<file path="src/rtl/simd_alu_result_stage.sv">
// Result stage after the SIMD adder: 2-entry skid buffer, optional 8-bit lane
// saturation (SIMD_ALU_RESULT_SAT_EN) and sticky overflow/underflow status.
module simd_alu_result_stage #(
  parameter int SIMD_DATA_WIDTH            = 256,
  parameter int SIMD_ADDER_DATA_MODE_WIDTH = 2
) (
  input  logic                                  clk,
  input  logic                                  rst_n,
  input  logic                                  in_valid,
  output logic                                  in_ready,
  input  logic [SIMD_DATA_WIDTH-1:0]            in_result,
  input  logic [SIMD_DATA_WIDTH/8-1:0]          in_ovf,
  input  logic [SIMD_DATA_WIDTH/8-1:0]          in_udf,
  input  logic [SIMD_ADDER_DATA_MODE_WIDTH-1:0] in_data_mode,
  input  logic                                  in_data_signed,
  output logic                                  out_valid,
  input  logic                                  out_ready,
  output logic [SIMD_DATA_WIDTH-1:0]            out_result,
  output logic [SIMD_DATA_WIDTH/8-1:0]          out_flags,
  input  logic                                  clr_status,
  output logic                                  sticky_flag,
  output logic [15:0]                           flag_count
);

  localparam int NB = SIMD_DATA_WIDTH / 8;

  typedef struct packed {
    logic [SIMD_DATA_WIDTH-1:0]            data;
    logic [NB-1:0]                         ovf;
    logic [NB-1:0]                         udf;
    logic [SIMD_ADDER_DATA_MODE_WIDTH-1:0] mode;
    logic                                  sgn;
  } beat_t;

  typedef enum logic [1:0] {EMPTY, ONE, FULL} occ_t;

  occ_t  state, state_next;
  beat_t head, skid, in_beat;
  logic  ready_q;
  logic  accept, pop, flagged;
  logic  load_head_in, load_head_skid, load_skid;

  assign in_beat  = '{data: in_result, ovf: in_ovf, udf: in_udf,
                      mode: in_data_mode, sgn: in_data_signed};
  assign accept   = in_valid && ready_q;
  assign pop      = (state != EMPTY) && out_ready;
  assign flagged  = accept && (|(in_ovf | in_udf));

  assign in_ready  = ready_q;
  assign out_valid = (state != EMPTY);
  assign out_flags = head.ovf | head.udf;

  // head is always the oldest beat; skid only fills when head is blocked
  always_comb begin
    state_next     = state;
    load_head_in   = 1'b0;
    load_head_skid = 1'b0;
    load_skid      = 1'b0;
    unique case (state)
      EMPTY: if (accept) begin
        state_next   = ONE;
        load_head_in = 1'b1;
      end
      ONE: begin
        if (accept && pop) begin
          load_head_in = 1'b1;
        end else if (accept) begin
          state_next = FULL;
          load_skid  = 1'b1;
        end else if (pop) begin
          state_next = EMPTY;
        end
      end
      FULL: if (pop) begin
        state_next     = ONE;
        load_head_skid = 1'b1;
      end
      default: state_next = EMPTY;
    endcase
  end

  // in_ready is a register so out_ready never reaches it combinationally
  always_ff @(posedge clk or negedge rst_n) begin
    if (!rst_n) begin
      state   <= EMPTY;
      ready_q <= 1'b0;
    end else begin
      state   <= state_next;
      ready_q <= (state_next != FULL);
    end
  end

  always_ff @(posedge clk or negedge rst_n) begin
    if (!rst_n) begin
      head <= '0;
      skid <= '0;
    end else begin
      if (load_head_in)        head <= in_beat;
      else if (load_head_skid) head <= skid;
      if (load_skid)           skid <= in_beat;
    end
  end

  // A flagged accept takes priority over a same-cycle clear
  always_ff @(posedge clk or negedge rst_n) begin
    if (!rst_n) begin
      sticky_flag <= 1'b0;
      flag_count  <= '0;
    end else if (clr_status) begin
      sticky_flag <= flagged;
      flag_count  <= flagged ? 16'd1 : 16'd0;
    end else if (flagged) begin
      sticky_flag <= 1'b1;
      if (flag_count != 16'hFFFF) flag_count <= flag_count + 16'd1;
    end
  end

`ifdef SIMD_ALU_RESULT_SAT_EN
  always_comb begin
    out_result = head.data;
    if (head.mode == '0) begin
      for (int unsigned i = 0; i < NB; i++) begin
        if (head.ovf[i])      out_result[8*i +: 8] = head.sgn ? 8'h7F : 8'hFF;
        else if (head.udf[i]) out_result[8*i +: 8] = head.sgn ? 8'h80 : 8'h00;
      end
    end
  end
`else
  // lane mode/sign travel with the beat but only the saturating build reads them
  logic unused_cfg;
  assign unused_cfg = ^{head.mode, head.sgn};
  assign out_result = head.data;
`endif

endmodule
</file>
<file path="config.mk">
export PLATFORM = sky130hd
export DESIGN_NAME = simd_alu_result_stage
export DESIGN_NICKNAME = d
export VERILOG_FILES = /design/src/rtl/simd_alu_result_stage.sv
export SDC_FILE = /design/constraint.sdc
export NUM_CORES = 1
export LEC_CHECK = 0
export BUFFER_PORTS_ARGS = -buffer_cell sky130_fd_sc_hd__buf_2
export CAP_MARGIN = 5
export CORE_ASPECT_RATIO = 0.9
export CORE_MARGIN = 2
export CORE_UTILIZATION = 35
export CTS_CLUSTER_DIAMETER = 30
export CTS_CLUSTER_SIZE = 16
export DETAILED_ROUTE_END_ITERATION = 12
export PLACE_DENSITY = 0.59
export SYNTH_ARGS = -nofsm -noshare
export SYNTH_HDL_FRONTEND = slang
export SYNTH_SLANG_ARGS = --single-unit
</file>
<file path="constraint.sdc">
create_clock -name clk -period 2.1 [get_ports clk]
set_clock_uncertainty 0.05 [all_clocks]
set_input_delay 0.315 -clock clk [delete_from_list [all_inputs] [get_ports clk]]
set_output_delay 0.315 -clock clk [all_outputs]
set_load 0.02 [all_outputs]
</file>
# ---- Word level (Yosys, flattened, before mapping)
# Cells that the tools add are included.
dict set report word_totals {
  reg_bits 663
  output_inout_bits 307
  elab_cells 51
}
dict set report classes {
  add_sub_neg 1
  n_eq_ne 4
  muxes 21
  n_bitwise 2
  n_reduce_logical 11
}
# op n
set ops {}
lappend ops {{$mux W323} 2}
lappend ops {{$or A32 B32 Y32} 2}
lappend ops {{$mux W16} 3}
lappend ops {{$reduce_or A32 Y1} 1}
lappend ops {{$add A16 B1 Y16 const B} 1}
lappend ops {{$ne A16 B16 Y1 const B} 1}
lappend ops {{$mux W2} 5}
lappend ops {{$mux W1} 9}
lappend ops {{$reduce_bool A2 Y1} 4}
lappend ops {{$pmux W2 S3} 1}
lappend ops {{$logic_and A1 B1 Y1} 4}
lappend ops {{$eq A2 B1 Y1 const B} 1}
lappend ops {{$eq A2 B2 Y1 const B} 1}
lappend ops {{$logic_not A2 Y1} 1}
lappend ops {{$ne A2 B2 Y1 const B} 1}
lappend ops {{$pmux W1 S2} 1}
lappend ops {{$reduce_and A2 Y1} 1}

# ---- Depth between registers and ports, before layout
dict set report depth {
  depth_word 7
  depth_mapped 8
}

# ---- Least setup slack after synthesis
# Ideal clock, no wire load.
dict set report synth_timing {
  path_type {register to register}
  from {register flag_count[0]}
  to {register flag_count[11]}
  arrival_ps 2001
  required_time_ps 1951
  path_slack_ps -51
  stages_incl_launch_ff 8
  period_less_slack_ps 2151
  path_cell_list {dfrtp_1 -> ha_1 -> nand3_1 -> or4_4 -> buf_6 -> a211oi_2 -> a21oi_1 -> a311oi_1}
}
dict set report synth_via {
  elab_chain_len 4
  word_cells_on_any_way 7
  classes_between {add/sub (1); eq/ne (1); mux (3); reduce/logical (2)}
}
# element line_no
set synth_lines {}
lappend synth_lines {{from (decl)} 22} ;# output logic [15:0] flag_count
lappend synth_lines {{from (signal assigned)} 111} ;# flag_count <= flagged ? 16'd1 : 16'd0;
lappend synth_lines {{from (signal assigned)} 114} ;# if (flag_count != 16'hFFFF) flag_count <= flag_count + 16'd1;
lappend synth_lines {{$add A16 B1 Y16} 114}
lappend synth_lines {{$mux W16} 114}
lappend synth_lines {{$mux W16} 112} ;# end else if (flagged) begin
lappend synth_lines {{$mux W16} 109} ;# end else if (clr_status) begin
# Several ways; a longest one is shown, not always the timed one. The select of a mux whose other input is x is not followed.
# A chain may end at the register's enable or synchronous reset.

# ---- Worst setup path in the final report
dict set report layout_timing {
  from {input in_ovf[3]}
  to {register flag_count[15]}
}
dict set report layout_via {
  elab_chain_len 5
}
# element line_no
set layout_lines {}
lappend layout_lines {{from (decl)} 12} ;# input logic [SIMD_DATA_WIDTH/8-1:0] in_ovf,
lappend layout_lines {{$or A32 B32 Y32} 47} ;# assign flagged = accept && (|(in_ovf | in_udf));
lappend layout_lines {{$reduce_or A32 Y1} 47}
lappend layout_lines {{$logic_and A1 B1 Y1} 47}
lappend layout_lines {{$reduce_bool A2 Y1 (no source line)} -}
lappend layout_lines {{$reduce_and A2 Y1 (no source line)} -}
# No other way between the ends.

==> qor.csv <==
stage;metric;value;unit
setup_path;Crit. Startpoint;in_ovf[3];
setup_path;Arr. time, crit path;2600;ps
floorplan;die area;83500;sq um
layout;Util after Layout;50.1;%
grt;GRT Util Overall;19.2;%
clocking;clk buf depth;3;
grt;largest net degree at the start of global routing;64;
routing;drc violations;0;
routing;Vias;22100;
layout;nets;3707;
timing;unrepaired setup endpoints after global routing;yes;
power;Max VDD drop;0.872;mV
grt;first-pass GRT wire length;127000;um
routing;WL final;82000;um
placement;DP HPWL;53200;um
floorplan;Initial Util;35.2;%
grt;initial antenna violation count;3;
grt;grt total ovfl;0;
clocking;H-tree lvl count;4;
floorplan;total core area;80800;sq um
routing;Starting DRT DRC Count;1374;
clocking;clock sink count;660;
layout;layout cell share with drive strength beyond 1;40.8;%
setup_path;CP Launch Type;input pin;
power;Cell Pwr Density;1570;nW/um^2
routing;router iterations before antenna repair;5;
layout;fin cells;4547;
placement;pre-CTS WS;-531;ps
timing;relative slew slack;56.7;%
yosys;dominant cells by area after synthesis;dfrtp_1, mux2_2, nand2_1, a22oi_1, buf_4;
layout;commonest cells after routing, fill and taps aside;dfrtp_1, nand2_1, buf_2;
placement;Inst Count DP;3968;
yosys;Synth cell types;48;
routing;Avg Vias per Cell;4.86;
setup_path;Crit Path Category;input pin to flop;
yosys;share of the synthesized area in the top cell type;58.1;%
yosys;cell area after synthesis;28400;sq um
placement;gpl congestion;0.813;
floorplan;DIE WIDTH;304;um
timing;Slew Limit Fails;0;
yosys;Synthesized Nets;2830;
setup_path;worst-case reg-to-reg path depth;7;
setup_path;Critical Path RT;2610;ps
timing;minimum clock period;2090;ps
yosys;Synth warnings;0;
setup_path;Crit Path Max Fanout;6;
floorplan;DIE HEIGHT;274;um
setup_path;reg-to-reg slack, setup;110;ps
yosys;Cells after Synth;2501;
routing;Routed wire per std cell;18.0;um
setup_path;r2r startpoint;state[0];
run;max-cap viol count;0;
setup_path;crit end category;flop;
clocking;clk_lat worst skew;710;ps
yosys;synthesized area per cell;11.4;sq um
layout;Area growth, synth to finish;42.4;%
setup_path;end point of the critical path;flag_count[15];
floorplan;Core Rows;99;
layout;commonest non-fill, non-tap cell in the layout;dfrtp_1;
placement;PortBufs;631;
routing;DRT antenna net count;0;
timing;maximum clock rate;0.478;GHz
routing;met2 wire length;39700;um
yosys;Yosys reg bits;660;
clocking;CTS tree;done;
clocking;Clock Root Buffer;clkbuf_16;
timing;actual slew at the worst max-slew pin;643;ps
yosys;cell taking the most area after synthesis;dfrtp_1;
routing;met3 wire length;5350;um
yosys;post-synthesis sequential area ratio;58.1;%
routing;uppermost routed layer;met4;
timing;setup ws final;6.54;ps
power;leakage;19.8;nW
floorplan;I/O Pins;635;
setup_path;R2R Path End;out_result[72];
timing;fin crit share;99.7;%
timing;final setup violation count;0;
timing;Final Hold Fails;0;
clocking;CTS buffer count;139;
clocking;clock transition at the registers of the reported paths;40;ps
hold_path;Hold Crit Class;input pin to flop;
routing;met1 WL;33700;um
grt;vias in the first global route;22800;
outcome;status;finished, final reports clean;
stage by stage:
step | hold WS, ps | power [mW] | cell area [sq um] | setup TNS (ps)
detailed placement | 264 | 40.5 | 32200 | -8020
global route | 63.1 | 66.8 | 40500 | -56.8
CTS | 102 | 63.8 | 40300 | 0
global placement | 262 | 40.0 | 32200 | -7320
finish | 94.8 | 63.4 | 40500 | 0
floorplan | -30.6 | 36.6 | 28400 | 0
flip-flops by register name (all words and copies together), names as in the netlist:
register     flops
flag_count      16
head            64
in_ready         1
out_result     256
skid           320
state            2
sticky_flag      1
synthesized netlist by cell type (all sizes together):
master,n
a211oi,1
a21o,1
a21oi,6
a22oi,320
a311oi,3
a31o,1
a31oi,6
a32oi,1
a41oi,2
and2,1
and3,6
and4,1
buf,299
clkbuf,105
dfrtp,660
ha,1
inv,4
mux2,322
mux2i,1
nand2,651
nand2b,3
nand3,4
nand3b,1
nand4,11
nor2,12
nor2b,3
nor3,10
nor3b,1
nor4,17
nor4b,1
nor4bb,1
o21ai,2
o22ai,1
o311ai,1
o31ai,2
o41ai,1
or2,34
or4,4
critical path: stages:
cell	delay, ps
dlygate4sd3_1	550
buf_2	160
nor4_4	300
nand4_1	210
buf_4	220
or4_4	600
a31oi_2	190
nor3_1	70
worst min-delay path by stage:
stage	startpoint	to	slack [ps]	depth (start not counted)
6_report	in_ovf[2]	head[37]	90	4
5_1_grt	in_ovf[2]	skid[37]	60	3
4_1_cts	rst_n	skid[294]	100	2
3_5_place_dp	rst_n	out_result[225]	260	1
3_3_place_gp	rst_n	out_result[225]	260	1
2_1_floorplan	rst_n	flag_count[0]	-30	0
timing repair:
| action | in CTS | in global routing |
|---|---|---|
| hold buffers | 323 | 0 |
| gates resized for setup | 0 | 25 |
| setup endpoints to repair | 0 | 18 |
| endpoints found under the hold margin | 946 | 0 |
| buffers inserted | 0 | 8 |
layer usage:
metal	up-vias	GRT usage (%)
met1	10900	23.3
met2	762	31.5
met4	0	9.09
li1	10200	-
met5	-	0
met3	194	5.53
report_power, final:
| group | switching (mW) | leakage (nW) | internal, mW | total, mW |
|---|---|---|---|---|
| clock | 7.13 | 2.37 | 15.3 | 22.4 |
| combinational | 10.8 | 9.38 | 7.84 | 18.6 |
| sequential | 3.28 | 8.01 | 19.1 | 22.3 |
layout make-up:
class | count | area [sq um]
Fill cell | 7051 | 40300
Sequential cell | 660 | 16500
Multi-Input combinational cell | 1434 | 9530
Timing Repair Buffer | 1139 | 8250
Clock buffer | 189 | 3930
Tap cell | 1060 | 1330
Clock inverter | 58 | 910
Inverter | 4 | 15.0
Antenna cell | 3 | 7.51
cell families after synthesis:
| family | after synthesis | share of synthesized area [%] |
|---|---|---|
| adders and majority gates | 1 | 0.0440 |
| DFF | 660 | 58.1 |
| AOI/OAI and AO/OA | 348 | 9.16 |
| and+or+nand+nor | 761 | 11.0 |
| buffers and inverters | 408 | 8.95 |
| muxes | 323 | 12.8 |
Power figures use the tool's default switching activity.
